[src/rtl/aes_dec_pkg.sv]
// Shared types and helpers for the AES-256 decryption datapath.
package aes_dec_pkg;

  localparam int unsigned AES_LAST_ROUND = 14;

  typedef logic [31:0]  aes_col_t;
  typedef logic [127:0] aes_state_t;

  // InvMixColumns is skipped on the first (last_round) and final (0) rounds.
  function automatic logic inv_mix_en(input logic [3:0]  round,
                                      input int unsigned last_round = AES_LAST_ROUND);
    return (round != 4'd0) && (32'(round) != last_round);
  endfunction

  // Column 0 occupies the most significant word.
  function automatic aes_col_t get_col(input aes_state_t state, input logic [1:0] idx);
    aes_col_t col;
    col = '0;
    unique case (idx)
      2'd0: col = state[127:96];
      2'd1: col = state[95:64];
      2'd2: col = state[63:32];
      2'd3: col = state[31:0];
      default: col = '0;
    endcase
    return col;
  endfunction

endpackage

[src/rtl/aes_inv_addkey_colser.sv]
// Column-serial AddRoundKey: XORs a 128-bit state with its round key at load and
// streams the result as four 32-bit columns tagged for the downstream InvMixColumns.
module aes_inv_addkey_colser
  import aes_dec_pkg::*;
#(
  parameter int unsigned LAST_ROUND = AES_LAST_ROUND
) (
  input  logic         clk,
  input  logic         rst_n,
  input  logic         in_valid,
  output logic         in_ready,
  input  logic [127:0] in_state,
  input  logic [127:0] in_key,
  input  logic [3:0]   in_round,
  output logic         out_valid,
  input  logic         out_ready,
  output logic [31:0]  out_col,
  output logic [1:0]   out_idx,
  output logic         out_last,
  output logic         out_mix,
  output logic         err
);

  typedef enum logic [0:0] {StIdle, StStream} state_e;

  state_e     state_q, state_d;
  aes_state_t data_q, data_d;
  logic [1:0] idx_q, idx_d;
  logic       mix_q, mix_d;
  logic       err_q, err_d;

  logic accept, legal, last_col;

  assign last_col = (idx_q == 2'd3);
  assign legal    = (32'(in_round) <= LAST_ROUND);
  // A new block may enter on the same cycle the final column is taken.
  assign in_ready = (state_q == StIdle) || ((state_q == StStream) && last_col && out_ready);
  assign accept   = in_valid && in_ready;

  always_comb begin
    state_d = state_q;
    data_d  = data_q;
    idx_d   = idx_q;
    mix_d   = mix_q;
    err_d   = accept && !legal;

    unique case (state_q)
      StIdle: begin
        if (accept && legal) begin
          data_d  = in_state ^ in_key;
          mix_d   = inv_mix_en(in_round, LAST_ROUND);
          idx_d   = 2'd0;
          state_d = StStream;
        end
      end
      StStream: begin
        if (out_ready) begin
          if (!last_col) begin
            idx_d = idx_q + 2'd1;
          end else if (accept && legal) begin
            data_d = in_state ^ in_key;
            mix_d  = inv_mix_en(in_round, LAST_ROUND);
            idx_d  = 2'd0;
          end else begin
            state_d = StIdle;
          end
        end
      end
      default: state_d = StIdle;
    endcase
  end

  always_ff @(posedge clk or negedge rst_n) begin
    if (!rst_n) begin
      state_q <= StIdle;
      data_q  <= '0;
      idx_q   <= 2'd0;
      mix_q   <= 1'b0;
      err_q   <= 1'b0;
    end else begin
      state_q <= state_d;
      data_q  <= data_d;
      idx_q   <= idx_d;
      mix_q   <= mix_d;
      err_q   <= err_d;
    end
  end

  assign out_valid = (state_q == StStream);
  assign out_col   = out_valid ? get_col(data_q, idx_q) : '0;
  assign out_idx   = out_valid ? idx_q : 2'd0;
  assign out_last  = out_valid && last_col;
  assign out_mix   = out_valid && mix_q;
  assign err       = err_q;

endmodule

[config.mk]
export PLATFORM = sky130hd
export DESIGN_NAME = aes_inv_addkey_colser
export DESIGN_NICKNAME = d
export VERILOG_FILES = /design/src/rtl/aes_dec_pkg.sv /design/src/rtl/aes_inv_addkey_colser.sv
export SDC_FILE = /design/constraint.sdc
export NUM_CORES = 1
export LEC_CHECK = 0
export CAP_MARGIN = 20
export CORE_MARGIN = 5
export CORE_UTILIZATION = 44
export DETAILED_ROUTE_END_ITERATION = 6
export PLACE_DENSITY = 0.93
export SLEW_MARGIN = 20
export SYNTH_ARGS = -nofsm -noshare
export SYNTH_HDL_FRONTEND = slang
export SYNTH_SLANG_ARGS = --single-unit
export TNS_END_PERCENT = 100
[constraint.sdc]
create_clock -name clk -period 2.15 [get_ports clk]
set_input_delay 0.43 -clock clk [delete_from_list [all_inputs] [get_ports clk]]
set_output_delay 0.43 -clock clk [all_outputs]
set_load 0.03 [all_outputs]
==> results.sh, run 1 <==
export IMPL_max_freq_ghz=0.409
export IMPL_pwr_share_seq_pct=28.6
export IMPL_rsz0062_at_grt="true"
export IMPL_initial_core_util_pct=44.7
export IMPL_design_die_area_um2=19500
export IMPL_timing_final_ws_setup_ps=-292
export IMPL_ys_types=27
export IMPL_cap_violations=0
export IMPL_placed_area_um2=10900
export IMPL_tritoncts="yes"
export IMPL_post_route_drc_count=1
export IMPL_hold_viol=0
export IMPL_grt_usage_pct=21.9
export IMPL_leakage_nw=5.38
export IMPL_syn_avg_cell_area_um2=13.5
export IMPL_utilization_pct=70.9
export IMPL_dr_pass1_iters=7
export IMPL_grt_pass1_wl_um=33600
export IMPL_htree_levels=4
export IMPL_antenna_found_initial=0
export IMPL_nNetsFinal=1157
export IMPL_ys_ff_latch=133
export IMPL_combPwrFrac_pct=53.5
export IMPL_crit_chain="buf_6, ha_4, buf_12, a222oi_1, a21oi_2, buf_12"
export IMPL_synth_edf_count=0
export IMPL_grt_max_degree=47
export IMPL_fin_crit_ps=2440
export IMPL_failed_checks="design-rule violations, negative setup slack"
export IMPL_dr_first_iter_drc_count=310
export IMPL_cts_sinks=133
export IMPL_via_count=5819
export IMPL_worstSetupStartpointType="register"
export IMPL_critPathSlowestCell="dfrtp_2"
export IMPL_relSlewSlack_pct=70.5
export IMPL_wl_um=21800
export IMPL_crit_family="buffers and inverters"
export IMPL_via_per_inst=5.19
export IMPL_clkPwrFrac_pct=17.9
export IMPL_ys_top_cells_by_count="dfrtp_1, xor2_1, mux2_4"
export IMPL_report_final_slew_viol_count=0
export IMPL_gp_congestion=0.860
export IMPL_yosysTopAreaCell="dfrtp_1"
export IMPL_clk_pin_slew_worst_paths_ps=60
export IMPL_wl_per_cell_um=19.4
export IMPL_grt_pass1_vias=6398
export IMPL_cp_buffers_inverters=3
export IMPL_cpPeakStageDelay_ps=460
export IMPL_diodes=0
export IMPL_synth_top_area_share_pct=45.0
export IMPL_multi_input_area_um2=3830
export IMPL_seqCellArea_um2=3330
export IMPL_drive_gt1_share_pct=29.2
export IMPL_setup_viol_count_final=32
export IMPL_final_area_um2=11700
export IMPL_ios=303
export IMPL_cts_buffers_inserted=17
export IMPL_ys_flop_type="dfrtp_1"
export IMPL_switchingPower_w=0.00585
export IMPL_clock_skew_final_ps=5.82
export IMPL_area_delta_synth_final_pct=58.4
export IMPL_n_fill_cell=1147
export IMPL_p_int_w=0.0102
export IMPL_status="finished with violations"
export IMPL_crit_top_cell="buf_12"
export IMPL_powerDensity_nw_per_um2=1370
export IMPL_die_w_um=140
export IMPL_core_area_um2=16500
export IMPL_end_kind="primary output"
export IMPL_final_antenna_net_count=0
export IMPL_ys_warn_count=0
export IMPL_crit_path_max_fanout=7
export IMPL_io_buffers=302
export IMPL_syn_num_nets=815
export IMPL_hold_class="reg -> reg"
export IMPL_die_y_um=140
export IMPL_dp_hpwl_um=16200
export IMPL_synthCells=547
export IMPL_path_class="reg -> out"
export IMPL_crit_arrival_ps=2010
export IMPL_tightest_slew_ps=443
export IMPL_synth_seq_area_share_pct=45.0
export IMPL_synthArstFlopShare_pct=100
export IMPL_swShare_pct=36.5
export IMPL_syn_area_um2=7390
export IMPL_cts_root_buffer="clkbuf_16"
export IMPL_clk_path_buf_depth=2
export IMPL_synthTopCellsByArea="dfrtp_1, mux2_4, xor2_1"
export IMPL_fin_crit_sh_pct=114
export IMPL_required_ps=1720
export IMPL_overflow=0
export IMPL_fp_row_count=47
export IMPL_clock_latency_ps=410
export IMPL_yosysMostFrequentCell="dfrtp_1"
export IMPL_peakVddDrop_uv=632
==> through the flow <==
stage	power [W]	hold WS (ps)	TNS (ps)	instances	setup slack, ps
detailed placement	0.0125	392	-207	1079	-106
floorplan	0.00933	134	0	547	63.4
finish	0.0160	499	-6380	1122	-292
global placement	0.0123	387	-11.4	1079	-11.4
global route	0.0168	514	-9550	1122	-402
CTS	0.0161	501	-8700	1122	-322
==> path summary, 6_finish.rpt <==
check                      startpoint           to  slack [ps]  depth (start not counted)
max                          idx_q[0]  out_col[11]        -290                          6
min                        data_q[96]   data_q[96]         500                          1
max reg2reg                  idx_q[1]   data_q[92]         140                          7
min reg2reg                data_q[96]   data_q[96]         500                          1
max in group asynchronous       rst_n   data_q[90]        1040                          3
min in group asynchronous       rst_n  data_q[122]         540                          2
==> final cells by class <==
| type | count | area share (%) |
|---|---|---|
| Sequential cell | 133 | 28.4 |
| Inverter | 4 | 0.171 |
| Timing Repair Buffer | 357 | 31.3 |
| Tap cell | 220 | 2.35 |
| Clock inverter | 9 | 0.855 |
| Multi-Input combinational cell | 376 | 32.7 |
| Clock buffer | 23 | 4.17 |
==> cells in the final DEF, fill, tap and decap left out, types with 3 or more instances in the layout <==
master / instances
buf_6: 6
and2_1: 4
buf_4: 65
ha_4: 4
clkbuf_16: 18
nand2_1: 3
a32o_1: 3
buf_12: 19
mux2_2: 28
a222oi_1: 32
clkbuf_8: 4
mux2_4: 100
clkdlybuf4s50_1: 263
clkinv_2: 5
o21ai_0: 32
xor2_1: 128
a21oi_1: 31
dfrtp_1: 131
==> worst reg2reg max path: cells and delay by family, from the launching register on <==
family                   cells  cell delay [ps]
flip-flops                   1              460
AO/OA/AOI/OAI                1              230
multiplexers                 1              340
adder cells (fa/ha/maj)      1              220
buffers and inverters        3              520
AND/OR/NAND/NOR              1              110
==> what timing repair did <==
item	CTS	global route
gates resized for setup	21	4
hold buffers	1	0
gates cloned	4	1
hold endpoints to repair	43	0
setup buffers	6	1
endpoints found under the setup margin	32	32
pin swaps	54	42
==> per-layer routing <==
metal	GRT usage, %	wire, um	vias to the layer above
li1	-	-	2667
met2	38.1	11100	284
met4	7.24	391	0
met3	7.51	2060	27
met1	25.3	8200	2841
met5	0	0	-
==> power groups by stage <==
stage	logic [W]	clock network, W	registers (W)
global route	0.00906	0.00304	0.00472
detailed placement	0.00797	0	0.00454
global placement	0.00778	0	0.00447
finish	0.00856	0.00286	0.00458
CTS	0.00863	0.00291	0.00456
floorplan	0.00506	0	0.00427
==> registers in the layout, summed over array words and instances, names as in the netlist <==
signal and flops:
mix_q 1, idx_q 2, err 1, data_q 128, out_valid 1
==> cell families (layout without fill, tap and decap cells) <==
| logic type | count (synthesis) | after routing | synth area share, % |
|---|---|---|---|
| AOI/OAI and AO/OA | 102 | 102 | 9.46 |
| xor gates and xnor gates | 128 | 128 | 15.2 |
| adders and majority gates | 4 | 4 | 0.677 |
| buffers and inverters | 38 | 393 | 3.87 |
| DFF | 133 | 133 | 45.0 |
| muxes | 129 | 129 | 24.7 |
| and+or+nand+nor | 13 | 13 | 1.12 |
(Power assumes the default switching activity.)
==> inputs of run 2 (changes only) <==
--- a/config.mk
+++ b/config.mk
@@ -9,6 +9,7 @@
 export CORE_MARGIN = 5
 export CORE_UTILIZATION = 44
 export DETAILED_ROUTE_END_ITERATION = 6
+export MAX_ROUTING_LAYER = met4
 export PLACE_DENSITY = 0.93
 export SLEW_MARGIN = 20
 export SYNTH_ARGS = -nofsm -noshare
==> results.sh, run 2 (same netlist as run 1, synthesis figures left out) <==
export IMPL_tritoncts="yes"
export IMPL_leakage_nw=5.38
export IMPL_top_regs="data_q: 128 flops, idx_q: 2 flops"
export IMPL_combPwrFrac_pct=53.5
export IMPL_crit_arrival_ps=2020
export IMPL_rsz0062_at_grt="true"
export IMPL_post_route_drc_count=0
export IMPL_wl_um=21800
export IMPL_diodes=0
export IMPL_p_total_w=0.0160
export IMPL_report_final_slew_viol_count=0
export IMPL_clkPwrFrac_pct=17.9
export IMPL_fin_crit_ps=2450
export IMPL_clock_skew_final_ps=6.46
export IMPL_final_area_um2=11700
export IMPL_path_class="reg -> out"
export IMPL_largest_register_ffs=128
export IMPL_final_antenna_net_count=0
export IMPL_hold_viol=0
export IMPL_htree_levels=4
export IMPL_dp_slack_ps=-106
export IMPL_grt_usage_pct=22.5
export IMPL_layout_cells_non_filler=1122
export IMPL_p_int_w=0.0102
export IMPL_worstHoldStart="data_q[96]"
export IMPL_dp_hpwl_um=16200
export IMPL_grt_max_degree=47
export IMPL_swShare_pct=36.5
export IMPL_dp_cells=1079
export IMPL_rrSetupSlack_ps=140
export IMPL_wl_per_cell_um=19.4
export IMPL_hold_depth=1
export IMPL_tightest_slew_ps=446
export IMPL_timing_final_ws_setup_ps=-302
export IMPL_largest_register="data_q"
export IMPL_dr_pass1_iters=6
export IMPL_reg2reg_depth=7
export IMPL_drive_gt1_share_pct=29.2
export IMPL_grt_pass1_vias=6411
export IMPL_crit_reg2reg_launch="idx_q[1]"
export IMPL_cap_violations=0
export IMPL_clk_pin_slew_worst_paths_ps=60
export IMPL_crit_path_max_fanout=7
export IMPL_hold_end="data_q[96]"
export IMPL_ios=303
export IMPL_max_freq_ghz=0.408
export IMPL_pwr_share_seq_pct=28.6
export IMPL_cts_root_buffer="clkbuf_16"
export IMPL_switchingPower_w=0.00585
export IMPL_cts_sinks=133
export IMPL_overflow=0
export IMPL_clk_path_buf_depth=2
export IMPL_core_area_um2=16500
export IMPL_initial_core_util_pct=44.7
export IMPL_worstSetupStartpointType="register"
export IMPL_die_w_um=140
export IMPL_n_fill_cell=1147
export IMPL_regToRegEndpoint="data_q[92]"
export IMPL_gp_congestion=0.873
export IMPL_failed_checks="negative setup slack"
export IMPL_design_die_area_um2=19500
export IMPL_relSlewSlack_pct=70.2
export IMPL_die_y_um=140
export IMPL_hold_class="reg -> reg"
export IMPL_powerDensity_nw_per_um2=1370
export IMPL_required_ps=1720
export IMPL_cts_buffers_inserted=17
export IMPL_clock_latency_ps=410
export IMPL_mostFrequentLayoutCells="clkdlybuf4s50_1, dfrtp_1, xor2_1"
export IMPL_peakVddDrop_uv=633
export IMPL_grt_pass1_wl_um=33500
export IMPL_io_buffers=302
export IMPL_via_per_inst=5.18
export IMPL_antenna_found_initial=0
export IMPL_area_delta_synth_final_pct=58.4
export IMPL_fin_crit_sh_pct=114
export IMPL_nNetsFinal=1157
export IMPL_dr_first_iter_drc_count=325
export IMPL_placed_area_um2=10900
export IMPL_via_count=5816
export IMPL_end_kind="primary output"
export IMPL_fp_row_count=47
export IMPL_setup_viol_count_final=32
export IMPL_final_common_cell="clkdlybuf4s50_1"
export IMPL_status="finished with violations"
export IMPL_utilization_pct=70.9
## run 2: cell counts in the layout (fill, tap and decap cells not counted)
Identical to the previous run, type by type.
## run 2: worst max-delay path: stages, from the launching register on
cell and delay, ps:
dfrtp_2 460, buf_6 140, ha_4 200, buf_12 160
a222oi_1 310, a21oi_2 170, buf_12 170
## run 2: per-layer routing
metal	global-route usage (%)	routed length [um]	up-vias	part of all wire, %
met1	25.6	8120	2814	37
met3	7.03	2120	29	9.7
met4	7.24	374	0	1.7
met5	-	0	-	0
li1	-	-	2669	-
met2	38.2	11200	304	51
## run 2: power by group through the flow
stage	Combinational (W)	Clock [W]	Sequential, W
final	0.00856	0.00287	0.00458
after global routing	0.00906	0.00304	0.00471
after CTS	0.00863	0.00291	0.00456
after detailed placement	0.00797	0	0.00454
after global placement	0.00778	0	0.00447
after floorplan	0.00506	0	0.00427
## run 2: cell type report
class / count / area [um^2] / area share, %
multi-input cells: 376 / 3830 / 32.7
repair buffers: 357 / 3660 / 31.3
flip-flops and latches: 133 / 3330 / 28.4
clock buffers: 23 / 488 / 4.17
well taps: 220 / 275 / 2.35
inverters: 4 / 20.0 / 0.171
clock inverters: 9 / 100 / 0.855
## run 2: repair_timing
action	4_1_cts	5_1_grt
pin swaps	54	42
setup buffers	6	1
cloned	4	1
gates resized for setup	21	4
hold buffers	1	0
hold endpoints to repair	43	0
setup endpoints to repair	32	32
## run 2: worst max-delay path by stage
| stage | startpoint | slack (ps) | end | depth (start not counted) |
|---|---|---|---|---|
| after CTS | idx_q[0] | -320 | out_col[15] | 6 |
| after detailed placement | idx_q[0] | -110 | out_col[11] | 6 |
| after global routing | idx_q[0] | -400 | out_col[26] | 6 |
| final | idx_q[0] | -300 | out_col[11] | 6 |
| after global placement | idx_q[0] | -10 | out_col[11] | 6 |
| after floorplan | idx_q[0] | 60 | out_col[10] | 5 |
## run 2: through the flow
step / hold WS (ps) / setup TNS (ps)
floorplan: 134 / 0
CTS: 501 / -8700
detailed placement: 392 / -207
global placement: 387 / -11.4
finish: 499 / -6480
global route: 514 / -9550
==> inputs of run 3 (changes only) <==
--- a/config.mk
+++ b/config.mk
@@ -10,7 +10,7 @@
 export CORE_UTILIZATION = 44
 export DETAILED_ROUTE_END_ITERATION = 6
 export MAX_ROUTING_LAYER = met4
-export PLACE_DENSITY = 0.93
+export PLACE_DENSITY = 0.82
 export SLEW_MARGIN = 20
 export SYNTH_ARGS = -nofsm -noshare
 export SYNTH_HDL_FRONTEND = slang
==> results.sh, run 3 (same netlist as run 1, synthesis figures left out) <==
export IMPL_report_final_slew_viol_count=0
export IMPL_area_delta_synth_final_pct=54.8
export IMPL_worst_hold_slack_ps=500
export IMPL_p_total_w=0.0155
export IMPL_largest_register="data_q"
export IMPL_clk_path_buf_depth=2
export IMPL_ios=303
export IMPL_wl_per_cell_um=19.5
export IMPL_path_class="reg -> out"
export IMPL_worstHoldStart="data_q[99]"
export IMPL_tightest_slew_ps=526
export IMPL_relSlewSlack_pct=64.9
export IMPL_htree_levels=4
export IMPL_cts_sinks=133
export IMPL_grt_pass1_vias=6149
export IMPL_clock_skew_final_ps=8.60
export IMPL_timing_final_ws_setup_ps=-316
export IMPL_post_route_drc_count=0
export IMPL_leakage_nw=5.24
export IMPL_clk_pin_slew_worst_paths_ps=50
export IMPL_end_kind="primary output"
export IMPL_nNetsFinal=1136
export IMPL_hold_viol=0
export IMPL_core_area_um2=16500
export IMPL_drive_gt1_share_pct=27.6
export IMPL_io_buffers=302
export IMPL_dp_hpwl_um=15800
export IMPL_crit_path_max_fanout=7
export IMPL_crit_arrival_ps=2040
export IMPL_fin_crit_ps=2470
export IMPL_pwr_share_seq_pct=29.5
export IMPL_peakVddDrop_uv=729
export IMPL_grt_pass1_wl_um=32900
export IMPL_powerDensity_nw_per_um2=1350
export IMPL_overflow=0
export IMPL_required_ps=1720
export IMPL_grt_max_degree=55
export IMPL_clkPwrFrac_pct=18.3
export IMPL_gp_congestion=0.835
export IMPL_worstSetupStartpointType="register"
export IMPL_fp_row_count=47
export IMPL_cts_root_buffer="clkbuf_16"
export IMPL_die_y_um=140
export IMPL_design_die_area_um2=19500
export IMPL_rsz0062_at_grt="true"
export IMPL_max_freq_ghz=0.405
export IMPL_via_count=5618
export IMPL_crit_family="compound AO/OA/AOI/OAI gates"
export IMPL_hold_end="data_q[99]"
export IMPL_regToRegEndpoint="data_q[96]"
export IMPL_via_per_inst=5.11
export IMPL_setup_viol_count_final=33
export IMPL_antenna_found_initial=1
export IMPL_grt_usage_pct=22.2
export IMPL_utilization_pct=69.3
export IMPL_tritoncts="yes"
export IMPL_largest_register_ffs=128
export IMPL_dp_slack_ps=-32.3
export IMPL_mostFrequentLayoutCells="clkdlybuf4s50_1, dfrtp_1, xor2_1"
export IMPL_final_common_cell="clkdlybuf4s50_1"
export IMPL_cap_violations=0
export IMPL_die_w_um=140
export IMPL_n_fill_cell=1210
export IMPL_p_int_w=0.00981
export IMPL_rrSetupSlack_ps=130
export IMPL_top_regs="data_q: 128 flops, idx_q: 2 flops"
export IMPL_cpPeakStageDelay_ps=430
export IMPL_final_antenna_net_count=0
export IMPL_crit_reg2reg_launch="idx_q[1]"
export IMPL_initial_core_util_pct=44.7
export IMPL_dr_first_iter_drc_count=346
export IMPL_fin_crit_sh_pct=115
export IMPL_hold_depth=1
export IMPL_reg2reg_depth=6
export IMPL_cp_buffers_inverters=3
export IMPL_crit_chain="inv_2, ha_4, buf_4, a222oi_1, a21oi_2, buf_12"
export IMPL_combPwrFrac_pct=52.3
export IMPL_switchingPower_w=0.00569
export IMPL_dr_pass1_iters=6
export IMPL_hold_class="reg -> reg"
export IMPL_tns_ps=-6790
export IMPL_swShare_pct=36.7
export IMPL_wl_um=21500
export IMPL_clock_latency_ps=410
export IMPL_status="finished with violations"
export IMPL_cp_depth=6
export IMPL_failed_checks="negative setup slack"
export IMPL_cts_buffers_inserted=17
export IMPL_critPathSlowestCell="dfrtp_2"
## run 3: what timing repair did
| action | CTS | global route |
|---|---|---|
| resized for setup | 11 | 16 |
| pin swaps | 23 | 24 |
| hold buffers | 1 | 0 |
| endpoints found under the setup margin | 33 | 36 |
| buffers inserted | 4 | 0 |
| cloned | 1 | 0 |
| endpoints found under the hold margin | 47 | 0 |
## run 3: per-stage QoR
stage	instance area, um^2	instances
finish	11400	1100
global route	11400	1100
CTS	11400	1099
detailed placement	10700	1063
global placement	10700	1063
floorplan	7390	547
## run 3: worst max-delay path by stage
stage	startpoint	end	slack, ps
after floorplan	idx_q[0]	out_col[10]	60
after global placement	in_round[2]	data_q[105]	-30
after detailed placement	in_round[3]	data_q[108]	-30
after CTS	idx_q[0]	out_col[11]	-310
after global routing	idx_q[0]	out_col[28]	-400
final	idx_q[0]	out_col[11]	-320
## run 3: worst reg2reg max path, cell delays in order, from the launching register on
cell     delay [ps]
dfrtp_2         460
ha_4            200
buf_12          150
a21bo_4         230
nand3_4         210
buf_12          270
mux2_2          370
## run 3: metal layers
metal  global-route usage (%)  wire length, um
met5                        -                0
met4                     6.37              276
met3                     6.69             1750
met2                     36.2            10700
met1                     26.9             8790
## run 3: layout make-up
cell class / instances / area, um^2 / share of cell area (%)
sequential: 133 / 3330 / 29.1
clock buffer: 21 / 470 / 4.11
tap: 220 / 275 / 2.41
antenna: 1 / 2.50 / 0.0219
multi-input combinational: 376 / 3830 / 33.4
inverter: 4 / 20.0 / 0.175
timing repair buffer: 336 / 3410 / 29.8
clock inverter: 9 / 104 / 0.908
## run 3: power by group through the flow
stage          clock network (W)  logic, W  registers [W]
6_report                 0.00283   0.00810        0.00457
5_1_grt                  0.00298   0.00858        0.00471
4_1_cts                  0.00287   0.00804        0.00454
3_5_place_dp                   0   0.00774        0.00452
3_3_place_gp                   0   0.00759        0.00449
2_1_floorplan                  0   0.00506        0.00427
